`src/rtl/arp_tx.sv`:
```
// -----------------------------------------------------------------------------
// arp_tx -- ARP request/reply frame generator (32-bit stream, arbiter handshake)
//
// Builds an ARP payload (Ethernet/IPv4, 28 bytes = 7 words) from the local
// MAC/IP plus the fields captured with a request or reply trigger. It then
// requests the shared TX path from an arbiter and streams the words out with
// valid/ready flow control.
//
// Ports:
//   clk_user_i          user clock, rising edge
//   reset_i             asynchronous active-high reset
//   our_mac_i/our_ip_i  local SHA / SPA
//   req_start_i         pulse: send request for req_tpa_i
//   rpl_start_i         pulse: send reply to rpl_tha_i / rpl_tpa_i
//   tx_arp_req_o        registered arbiter request (ARB and SEND)
//   tx_arp_gnt_i        arbiter grant, only looked at in ARB
//   tx_arp_data_*       payload stream (wld/ready/data/be/tlast)
//   busy_o              state is not IDLE
//   done_o              one-cycle pulse after the last word is accepted
//
// Build option: define ARP_TX_PAD_EN to pad the frame with zero words up to
// the 46-byte Ethernet minimum payload (12 words, last word has be=1100).
// -----------------------------------------------------------------------------
module arp_tx (
    input  logic        clk_user_i,
    input  logic        reset_i,
    input  logic [47:0] our_mac_i,
    input  logic [31:0] our_ip_i,
    input  logic        req_start_i,
    input  logic [31:0] req_tpa_i,
    input  logic        rpl_start_i,
    input  logic [47:0] rpl_tha_i,
    input  logic [31:0] rpl_tpa_i,
    output logic        tx_arp_req_o,
    input  logic        tx_arp_gnt_i,
    output logic        tx_arp_data_wld_o,
    input  logic        tx_arp_data_ready_i,
    output logic [31:0] tx_arp_data_o,
    output logic [3:0]  tx_arp_data_be_o,
    output logic        tx_arp_data_tlast_o,
    output logic        busy_o,
    output logic        done_o
);

`ifdef ARP_TX_PAD_EN
    localparam logic [3:0] LAST_IDX = 4'd11;
`else
    localparam logic [3:0] LAST_IDX = 4'd6;
`endif

    typedef enum logic [1:0] {
        IDLE = 2'd0,
        ARB  = 2'd1,
        SEND = 2'd2,
        DONE = 2'd3
    } state_t;

    state_t      state_reg, state_next;

    // one-deep pending triggers
    logic        req_pend_reg;
    logic [31:0] req_tpa_reg;
    logic        rpl_pend_reg;
    logic [47:0] rpl_tha_reg;
    logic [31:0] rpl_tpa_reg;

    // frame register, frozen for the whole frame
    logic        frm_is_rpl_reg;
    logic [47:0] frm_sha_reg;
    logic [31:0] frm_spa_reg;
    logic [47:0] frm_tha_reg;
    logic [31:0] frm_tpa_reg;

    logic [3:0]  idx_reg;
    logic        req_out_reg;

    logic        sel_rpl;
    logic        sel_req;
    logic        beat;
    logic        last_word;
    logic        in_send;
    logic [31:0] word_sel;

    // Reply has priority; the request stays pending and goes after DONE.
    assign sel_rpl   = (state_reg == IDLE) && rpl_pend_reg;
    assign sel_req   = (state_reg == IDLE) && req_pend_reg && !rpl_pend_reg;
    assign in_send   = (state_reg == SEND);
    assign beat      = in_send && tx_arp_data_ready_i;
    assign last_word = (idx_reg == LAST_IDX);

    // ---------------------------------------------------------------- FSM
    always_ff @(posedge clk_user_i or posedge reset_i) begin
        if (reset_i) begin
            state_reg <= IDLE;
        end else begin
            state_reg <= state_next;
        end
    end

    always_comb begin
        state_next        = state_reg;
        tx_arp_data_wld_o = 1'b0;
        busy_o            = (state_reg != IDLE);
        done_o            = 1'b0;
        case (state_reg)
            IDLE: begin
                if (rpl_pend_reg || req_pend_reg) begin
                    state_next = ARB;
                end
            end
            ARB: begin
                if (tx_arp_gnt_i) begin
                    state_next = SEND;
                end
            end
            SEND: begin
                tx_arp_data_wld_o = 1'b1;
                if (beat && last_word) begin
                    state_next = DONE;
                end
            end
            DONE: begin
                done_o     = 1'b1;
                state_next = IDLE;
            end
            default: state_next = IDLE;
        endcase
    end

    // Registered arbiter request: high from ARB entry through SEND.
    always_ff @(posedge clk_user_i or posedge reset_i) begin
        if (reset_i) begin
            req_out_reg <= 1'b0;
        end else begin
            req_out_reg <= (state_next == ARB) || (state_next == SEND);
        end
    end
    assign tx_arp_req_o = req_out_reg;

    // ------------------------------------------------------ pending triggers
    // A new pulse always wins over the clear-on-select so it is never lost.
    always_ff @(posedge clk_user_i or posedge reset_i) begin
        if (reset_i) begin
            req_pend_reg <= 1'b0;
            req_tpa_reg  <= '0;
            rpl_pend_reg <= 1'b0;
            rpl_tha_reg  <= '0;
            rpl_tpa_reg  <= '0;
        end else begin
            if (req_start_i) begin
                req_pend_reg <= 1'b1;
                req_tpa_reg  <= req_tpa_i;
            end else if (sel_req) begin
                req_pend_reg <= 1'b0;
            end
            if (rpl_start_i) begin
                rpl_pend_reg <= 1'b1;
                rpl_tha_reg  <= rpl_tha_i;
                rpl_tpa_reg  <= rpl_tpa_i;
            end else if (sel_rpl) begin
                rpl_pend_reg <= 1'b0;
            end
        end
    end

    // --------------------------------------------------------- frame register
    always_ff @(posedge clk_user_i or posedge reset_i) begin
        if (reset_i) begin
            frm_is_rpl_reg <= 1'b0;
            frm_sha_reg    <= '0;
            frm_spa_reg    <= '0;
            frm_tha_reg    <= '0;
            frm_tpa_reg    <= '0;
        end else if (sel_rpl || sel_req) begin
            frm_is_rpl_reg <= sel_rpl;
            frm_sha_reg    <= our_mac_i;
            frm_spa_reg    <= our_ip_i;
            frm_tha_reg    <= sel_rpl ? rpl_tha_reg : 48'd0;
            frm_tpa_reg    <= sel_rpl ? rpl_tpa_reg : req_tpa_reg;
        end
    end

    // ------------------------------------------------------------ word index
    // Advances only on accepted beats, so data/be/tlast hold during stalls.
    always_ff @(posedge clk_user_i or posedge reset_i) begin
        if (reset_i) begin
            idx_reg <= '0;
        end else if (beat) begin
            idx_reg <= last_word ? 4'd0 : idx_reg + 4'd1;
        end
    end

    // ------------------------------------------------------------ word mux
    // Pad words (index 7 and up) fall to the zero default.
    always_comb begin
        word_sel = '0;
        case (idx_reg)
            4'd0: word_sel = 32'h0001_0800;
            4'd1: word_sel = {16'h0604, 14'd0, frm_is_rpl_reg, ~frm_is_rpl_reg};
            4'd2: word_sel = frm_sha_reg[47:16];
            4'd3: word_sel = {frm_sha_reg[15:0], frm_spa_reg[31:16]};
            4'd4: word_sel = {frm_spa_reg[15:0], frm_tha_reg[47:32]};
            4'd5: word_sel = frm_tha_reg[31:0];
            4'd6: word_sel = frm_tpa_reg;
            default: word_sel = '0;
        endcase
    end

    assign tx_arp_data_o       = in_send ? word_sel : 32'd0;
    assign tx_arp_data_tlast_o = in_send && last_word;

`ifdef ARP_TX_PAD_EN
    // 46 bytes = 11 full words + 2 bytes: final word carries only [31:16].
    assign tx_arp_data_be_o = !in_send  ? 4'b0000 :
                              last_word ? 4'b1100 : 4'b1111;
`else
    assign tx_arp_data_be_o = in_send ? 4'b1111 : 4'b0000;
`endif

endmodule

```
`config.mk`:
```
export PLATFORM = sky130hd
export DESIGN_NAME = arp_tx
export DESIGN_NICKNAME = d
export VERILOG_FILES = /design/src/rtl/arp_tx.sv
export SDC_FILE = /design/constraint.sdc
export NUM_CORES = 1
export LEC_CHECK = 0
export ABC_AREA = 0
export BUFFER_PORTS_ARGS = -buffer_cell sky130_fd_sc_hd__buf_2
export CAP_MARGIN = 25
export CORE_MARGIN = 2
export CORE_UTILIZATION = 60
export DETAILED_ROUTE_END_ITERATION = 12
export GPL_TIMING_DRIVEN = 0
export PLACE_DENSITY = 0.95
export SLEW_MARGIN = 20
export SYNTH_ARGS = -nofsm -noshare
export SYNTH_HDL_FRONTEND = slang
export SYNTH_SLANG_ARGS = --single-unit
```
`constraint.sdc`:
```
create_clock -name clk_user_i -period 17.4 [get_ports clk_user_i]
set_input_delay 0 -clock clk_user_i [delete_from_list [all_inputs] [get_ports clk_user_i]]
set_output_delay 0 -clock clk_user_i [all_outputs]
set_load 0.1 [all_outputs]
```
==> impl_metrics.env, run 1 <==
export IMPL_status="finished clean"
export IMPL_initial_core_util=0.6073
export IMPL_clock_path_buffers=3
export IMPL_hold_path_class="in2reg"
export IMPL_cp_start_kind="flop"
export IMPL_path_clk_slew_ps=60
export IMPL_cp_arrival_ps=2980
export IMPL_syn_cell_area_um2=12170
export IMPL_finalPower_mw=2.832
export IMPL_yosysTopAreaCell="dfrtp_1"
export IMPL_yosysUniqueCellTypes=44
export IMPL_ys_top_cells_by_area="dfrtp_1 58%, mux2_2 12%, a22o_1 7.3%"
export IMPL_utilization=0.8290
export IMPL_critPathSlowestCell="clkbuf_1"
export IMPL_gp_congestion=0.8732
export IMPL_route_detailed_drc=0
export IMPL_slew_violations=0
export IMPL_path_cells="buf_4 > nor2_2 > clkbuf_1 > a22oi_1 > a21oi_1 > buf_2"
export IMPL_dp_hpwl_um=24000
export IMPL_grt_pass1_vias=11100
export IMPL_intPower_mw=1.673
export IMPL_drive_gt1_frac=0.3424
export IMPL_routed_wl_um=42730
export IMPL_via_per_inst=6.331
export IMPL_swShare=0.4092
export IMPL_clockRootBuffer="clkbuf_16"
export IMPL_rows=52
export IMPL_synth_common_cells="282 x dfrtp_1, 128 x mux2_2, 101 x a22o_1"
export IMPL_clock_power_share=0.207
export IMPL_rsz0062_at_grt="false"
export IMPL_gr_total_overflow=0
export IMPL_cp_end_kind="primary output"
export IMPL_cts_repair_resized=0
export IMPL_dieArea_um2=21440
export IMPL_synth_top_flop_cell="dfrtp_1"
export IMPL_antenna_found_initial=5
export IMPL_cts_setup_buffers=0
export IMPL_port_buffer_count=236
export IMPL_yosysWarnings=0
export IMPL_setup_viol=0
export IMPL_drv_cap=0
export IMPL_synth_most_common_cell="dfrtp_1"
export IMPL_vias=10570
export IMPL_clock_latency_ps=540
export IMPL_setup_tns_ps=0
export IMPL_wl_per_cell_um=25.60
export IMPL_nets=1576
export IMPL_crit_path_max_incr_delay_ps=490
export IMPL_grt_pass1_wl_um=65170
export IMPL_skew_ps=21.19
export IMPL_synth_edff_count=0
export IMPL_synthArstFlopShare=1.000
export IMPL_synth_top_area_frac=0.5798
export IMPL_hold_viol=0
export IMPL_power_density_nw_per_um2=170.5
export IMPL_cellLeakagePower_nw=7.589
export IMPL_ir_drop_mv=0.1202
export IMPL_critical_path_required_ps=17400
export IMPL_die_h_um=146.4
export IMPL_min_period_over_period=0.1714
export IMPL_grt_total_usage=0.3967
export IMPL_pwr_share_comb=0.424
export IMPL_cp_max_fo=10
export IMPL_dr_first_iter_drc_count=998
export IMPL_avgSynthCellArea_um2=13.36
export IMPL_syn_nets=1109
export IMPL_max_slew_margin_rel=0.5078
export IMPL_period_needed_ps=2983
export IMPL_worstSetupPathType="reg2out"
export IMPL_worst_slew_pin_slew_ps=738.2
export IMPL_syn_inst=911
export IMPL_area_growth_pct=36.50
export IMPL_seq_area_frac_synth=0.5798
export IMPL_drt_first_pass_iters=6
export IMPL_die_w_um=146.4
export IMPL_core_region_area_um2=20040
export IMPL_cts_tree="done"
export IMPL_htree_num_levels=1
export IMPL_drtAntennaViolNets=0
export IMPL_io_pins=239
export IMPL_grt_max_degree=108
export IMPL_clkSinkCount=282
export IMPL_p_sw_mw=1.159
export IMPL_p_seq_frac=0.369
export IMPL_cts_buffers=29
export IMPL_max_freq_mhz=335.3
export IMPL_ys_ff_latch=282
==> layout by cell type, fill, tap and decap left out, types with 5 or more instances in the layout <==
| cell type | n |
|---|---|
| o21ai_0 | 5 |
| mux2_1 | 66 |
| dlygate4sd3_1 | 198 |
| a21oi_1 | 34 |
| diode_2 | 6 |
| clkbuf_8 | 7 |
| dfrtp_1 | 282 |
| clkbuf_16 | 29 |
| nand2b_1 | 5 |
| mux2_2 | 128 |
| buf_6 | 9 |
| buf_2 | 274 |
| buf_4 | 18 |
| clkbuf_1 | 19 |
| nor2b_1 | 5 |
| a22oi_1 | 28 |
| a22o_1 | 101 |
| o21ai_1 | 32 |
| nand2_1 | 61 |
| mux2i_1 | 35 |
| nor2_1 | 6 |
==> through the flow <==
| step | hold slack, ps | cell area (um^2) | cells | worst slack, ps |
|---|---|---|---|---|
| 5_1_grt | 124.8 | 16610 | 1668 | 14380 |
| 3_3_place_gp | 211.1 | 13690 | 1417 | 6986 |
| 2_1_floorplan | 131.7 | 12170 | 911 | 9621 |
| 3_5_place_dp | 204.8 | 13750 | 1419 | 15150 |
| 4_1_cts | 76.56 | 16600 | 1663 | 14590 |
| 6_report | 91.15 | 16610 | 1669 | 14420 |
==> metal layers <==
metal,global-route usage,up-vias,wire length [um]
li1,-,4250,-
met1,0.4988,5171,15450
met2,0.6394,884,20070
met3,0.09563,262,4283
met4,0.2189,0,2923
met5,0,-,0
==> cell families (layout without fill, tap and decap cells) <==
kind of cell              count (synthesis)  after routing  share of synthesized area
DFF                                     282            282                     0.5798
buffers and inverters                    82            564                    0.04040
and+or+nand+nor                          99             99                    0.03896
muxes                                   229            229                     0.2083
AOI/OAI and AO/OA                       217            217                     0.1311
xor gates and xnor gates                  2              2                   0.001440
other                                     0              6                          0
==> power by group through the flow <==
| stage | Clock, mW | Combinational [mW] | Sequential (mW) |
|---|---|---|---|
| after floorplan | 0 | 0.828 | 0.979 |
| after global placement | 0 | 1.05 | 1.01 |
| after detailed placement | 0 | 1.08 | 1.02 |
| after CTS | 0.576 | 1.13 | 1.02 |
| after global routing | 0.612 | 1.25 | 1.06 |
| final | 0.587 | 1.20 | 1.05 |
==> path summary, 6_finish.rpt <==
path | cells after the start | slack (ps) | to | from
worst max-delay path | 6 | 14420 | tx_arp_data_o[9] | idx_reg[0]
worst max register to register | 4 | 15580 | frm_spa_reg[10] | rpl_pend_reg
worst min register to register | 1 | 490 | frm_tha_reg[1] | rpl_tha_reg[1]
worst min-delay path | 3 | 90 | req_pend_reg | req_start_i
min in group asynchronous | 3 | 170 | rpl_tpa_reg[4] | reset_i
max in group asynchronous | 5 | 15910 | frm_tha_reg[27] | reset_i
==> layout make-up <==
cell class | count | area [um^2]
antenna | 6 | 15.01
tap | 270 | 337.8
sequential | 282 | 7057
inverter | 4 | 22.52
clock buffer | 43 | 848.3
clock inverter | 3 | 15.01
timing repair buffer | 436 | 3218
fill | 941 | 3427
multi-input combinational | 547 | 4622
buffer | 78 | 476.7
==> worst max-delay path, delay by kind of cell (launching register included) <==
kind | cells | cell delay, ps
compound gates | 2 | 470
buf+inv | 3 | 1160
flops | 1 | 400
simple gates | 1 | 400
==> repair_timing <==
action                                 4_1_cts  5_1_grt
endpoints found under the hold margin      301        0
hold buffers                               198        0
setup endpoints to repair                    0        0
Power figures use the tool's default switching activity.
==> run 2: changes to the inputs <==
--- a/config.mk
+++ b/config.mk
@@ -5,14 +5,14 @@
 export SDC_FILE = /design/constraint.sdc
 export NUM_CORES = 1
 export LEC_CHECK = 0
-export ABC_AREA = 0
+export ABC_AREA = 1
 export BUFFER_PORTS_ARGS = -buffer_cell sky130_fd_sc_hd__buf_2
 export CAP_MARGIN = 25
 export CORE_MARGIN = 2
-export CORE_UTILIZATION = 60
+export CORE_UTILIZATION = 50
 export DETAILED_ROUTE_END_ITERATION = 12
 export GPL_TIMING_DRIVEN = 0
-export PLACE_DENSITY = 0.95
+export PLACE_DENSITY = 0.85
 export SLEW_MARGIN = 20
 export SYNTH_ARGS = -nofsm -noshare
 export SYNTH_HDL_FRONTEND = slang
==> constraint.sdc (replaced) <==
create_clock -name clk_user_i -period 2.5 [get_ports clk_user_i]
set_input_delay 0 -clock clk_user_i [delete_from_list [all_inputs] [get_ports clk_user_i]]
set_output_delay 0 -clock clk_user_i [all_outputs]
set_load 0.1 [all_outputs]
==> run 2 against run 1 <==
  * The flow now finishes with violations (setup timing)
  * Utilization decreased by 10 points
  * Sequential power increased to 6.6 times the previous value
  * Clock skew decreased by 8.2 ps
  * Non-clock buffer count increased by 61
  * Clock power increased to 8.0 times the previous value
  * Worst hold slack improved by 6.4 ps
  * Critical endpoint is now tx_arp_data_o[30]
  * Largest cell class unchanged
==> impl_metrics.env, run 2 <==
export IMPL_pwr_share_comb=0.425
export IMPL_min_period_over_period=1.005
export IMPL_wl_per_cell_um=20.16
export IMPL_yosysUniqueCellTypes=23
export IMPL_dp_hpwl_um=29190
export IMPL_max_freq_mhz=397.9
export IMPL_violations="setup timing"
export IMPL_ys_ff_latch=282
export IMPL_drtAntennaViolNets=0
export IMPL_synth_top_family_by_area="simple AND/OR/NAND/NOR gates"
export IMPL_dr_first_iter_drc_count=1842
export IMPL_clockRootBuffer="clkbuf_16"
export IMPL_swShare=0.4426
export IMPL_cp_common_cell="nor2_1"
export IMPL_layout_setup_ws_ps=-13.17
export IMPL_worstSetupPathType="reg2out"
export IMPL_antenna_found_initial=1
export IMPL_critical_path_required_ps=2500
export IMPL_synth_top_area_frac=0.5743
export IMPL_cp_num_buf_inv=3
export IMPL_io_pins=239
export IMPL_synth_edff_count=0
export IMPL_port_buffer_count=236
export IMPL_synth_top_flop_cell="dfrtp_1"
export IMPL_p_seq_frac=0.344
export IMPL_ys_top_cells_by_area="dfrtp_1 57%, nand2_1 19%, o21ai_0 8.0%"
export IMPL_route_detailed_drc=0
export IMPL_status="finished, violations left"
export IMPL_mostFrequentLayoutCell="nand2_1"
export IMPL_cp_end_kind="primary output"
export IMPL_avgSynthCellArea_um2=8.127
export IMPL_nFillCells=1622
export IMPL_hold_path_class="in2async"
export IMPL_grt_total_usage=0.3685
export IMPL_pre_cts_slack_ps=297.6
export IMPL_syn_nets=1710
export IMPL_ir_drop_mv=0.5891
export IMPL_slew_violations=0
export IMPL_cts_buffers=29
export IMPL_setup_tns_ps=-36.46
export IMPL_r2r_end="frm_tpa_reg[26]"
export IMPL_synth_simple_area_share=0.2492
export IMPL_synth_most_common_cell="nand2_1"
export IMPL_dieArea_um2=25850
export IMPL_gp_congestion=0.9583
export IMPL_drt_first_pass_iters=6
export IMPL_via_per_inst=5.676
export IMPL_grt_pass1_vias=13850
export IMPL_htree_num_levels=1
export IMPL_cellLeakagePower_nw=9.054
export IMPL_setup_viol=3
export IMPL_skew_ps=12.97
export IMPL_synth_adder_area_share=0
export IMPL_die_w_um=160.8
export IMPL_gr_total_overflow=0
export IMPL_drv_cap=0
export IMPL_period_needed_ps=2513
export IMPL_power_density_nw_per_um2=1146
export IMPL_core_region_area_um2=24250
export IMPL_yosysTopAreaCell="dfrtp_1"
export IMPL_intPower_mw=11.30
export IMPL_drive_gt1_frac=0.1863
export IMPL_layout_common_cells="609 x nand2_1, 280 x dfrtp_1, 230 x dlygate4sd3_1"
export IMPL_critPathSlowestCell="dfrtp_2"
export IMPL_p_sw_mw=8.970
export IMPL_cp_max_fo=10
export IMPL_synthMuxAreaShare=0
export IMPL_synth_xor_area_share=0.0007128
export IMPL_path_delay_family="simple AND/OR/NAND/NOR gates"
export IMPL_worst_slew_pin_slew_ps=862.6
export IMPL_hold_viol=0
export IMPL_routed_wl_um=47950
export IMPL_seq_area_frac_synth=0.5743
export IMPL_rows=57
export IMPL_regToRegSetupSlack_ps=200
export IMPL_cp_arrival_ps=2510
export IMPL_vias=13500
export IMPL_rr_startpoint="state_reg[0]"
export IMPL_path_cells="inv_2 > nand2_4 > nor2_4 > buf_4 > nand2_1 > nand3_1 > nor2_1 > nor2_1 > buf_6"
export IMPL_clkSinkCount=282
export IMPL_max_slew_margin_rel=0.4249
export IMPL_grt_pass1_wl_um=73590
export IMPL_grt_max_degree=36
export IMPL_synth_common_cells="610 x nand2_1, 282 x dfrtp_1, 197 x o21ai_0"
export IMPL_worst_r2r_cell_count=6
export IMPL_yosysWarnings=0
export IMPL_cts_tree="done"
export IMPL_cp_start_kind="flop"
export IMPL_path_clk_slew_ps=70
export IMPL_die_h_um=160.8
export IMPL_initial_core_util=0.5068
export IMPL_clock_latency_ps=550
export IMPL_clock_power_share=0.230
export IMPL_nets=2228
export IMPL_finalPower_mw=20.27
export IMPL_clock_path_buffers=3
export IMPL_syn_cell_area_um2=12290
export IMPL_crit_path_max_incr_delay_ps=480
export IMPL_area_growth_pct=43.91
export IMPL_syn_inst=1512
export IMPL_synthArstFlopShare=1.000
export IMPL_synth_compound_area_share=0.1014
-- run 2: layer usage --
metal	track usage	wire (um)	vias up
met1	0.4655	17040	6298
li1	-	-	5763
met2	0.5876	22130	1126
met3	0.07206	5099	311
met4	0.2330	3678	0
met5	0	0	-
-- run 2: power groups by stage --
| stage | Clock [mW] | Sequential [mW] | Combinational (mW) |
|---|---|---|---|
| after floorplan | 0 | 6.74 | 5.25 |
| after global placement | 0 | 6.88 | 7.19 |
| after detailed placement | 0 | 6.91 | 7.46 |
| after CTS | 4.64 | 6.86 | 7.98 |
| after global routing | 4.87 | 7.09 | 9.21 |
| final | 4.67 | 6.98 | 8.62 |
-- run 2: cell families (layout without fill, tap and decap cells) --
kind of cell,after synthesis,in the layout
other,0,3
DFF,282,282
AOI/OAI and AO/OA,242,242
buffers and inverters,216,755
xor gates and xnor gates,1,1
and+or+nand+nor,771,771
-- run 2: worst max-delay path by stage --
stage,startpoint,end,slack [ps],cells past startpoint
after floorplan,reset_i,frm_is_rpl_reg,-1240,1
after global placement,reset_i,req_tpa_reg[23],-2760,2
after detailed placement,idx_reg[0],tx_arp_data_o[17],300,9
after CTS,state_reg[0],tx_arp_data_tlast_o,2,5
after global routing,idx_reg[2],tx_arp_data_o[11],-50,9
final,idx_reg[0],tx_arp_data_o[30],-10,9
-- run 2: layout make-up --
type | count | area, um^2 | share of cell area
clock buffers | 42 | 834.6 | 0.04719
multi-input cells | 1014 | 4388 | 0.2481
diodes | 3 | 7.507 | 0.0004245
repair buffers | 487 | 3886 | 0.2198
clock inverters | 10 | 177.7 | 0.01005
plain buffers | 88 | 440.4 | 0.02491
well taps | 324 | 405.4 | 0.02293
inverters | 128 | 484.2 | 0.02738
flip-flops and latches | 282 | 7059 | 0.3992
-- run 2: worst reg2reg max path, stage by stage (launching register included) --
cell      delay, ps
dfrtp_1         460
nor2_1          260
nand2_1         180
buf_2           260
clkbuf_1        250
o21ai_0         610
nand2_1         130
-- run 2: through the flow --
stage | utilization | hold slack [ps] | instance area (um^2) | std cells
final | 0.7293 | 97.52 | 17680 | 2378
after global placement | 0.5734 | 199.0 | 13900 | 2072
after detailed placement | 0.5811 | 137.8 | 14090 | 2081
after global routing | 0.7291 | 181.9 | 17680 | 2376
after floorplan | - | 109.6 | 12320 | 1512
after CTS | 0.7243 | 109.4 | 17560 | 2367
-- run 2: timing repair --
action                     4_1_cts  5_1_grt
resized for setup               46       20
gates cloned                     0        0
hold endpoints to repair       280        0
setup buffers                    4        8
pin swaps                        2        2
setup endpoints to repair       32       31
hold buffers                   230        0
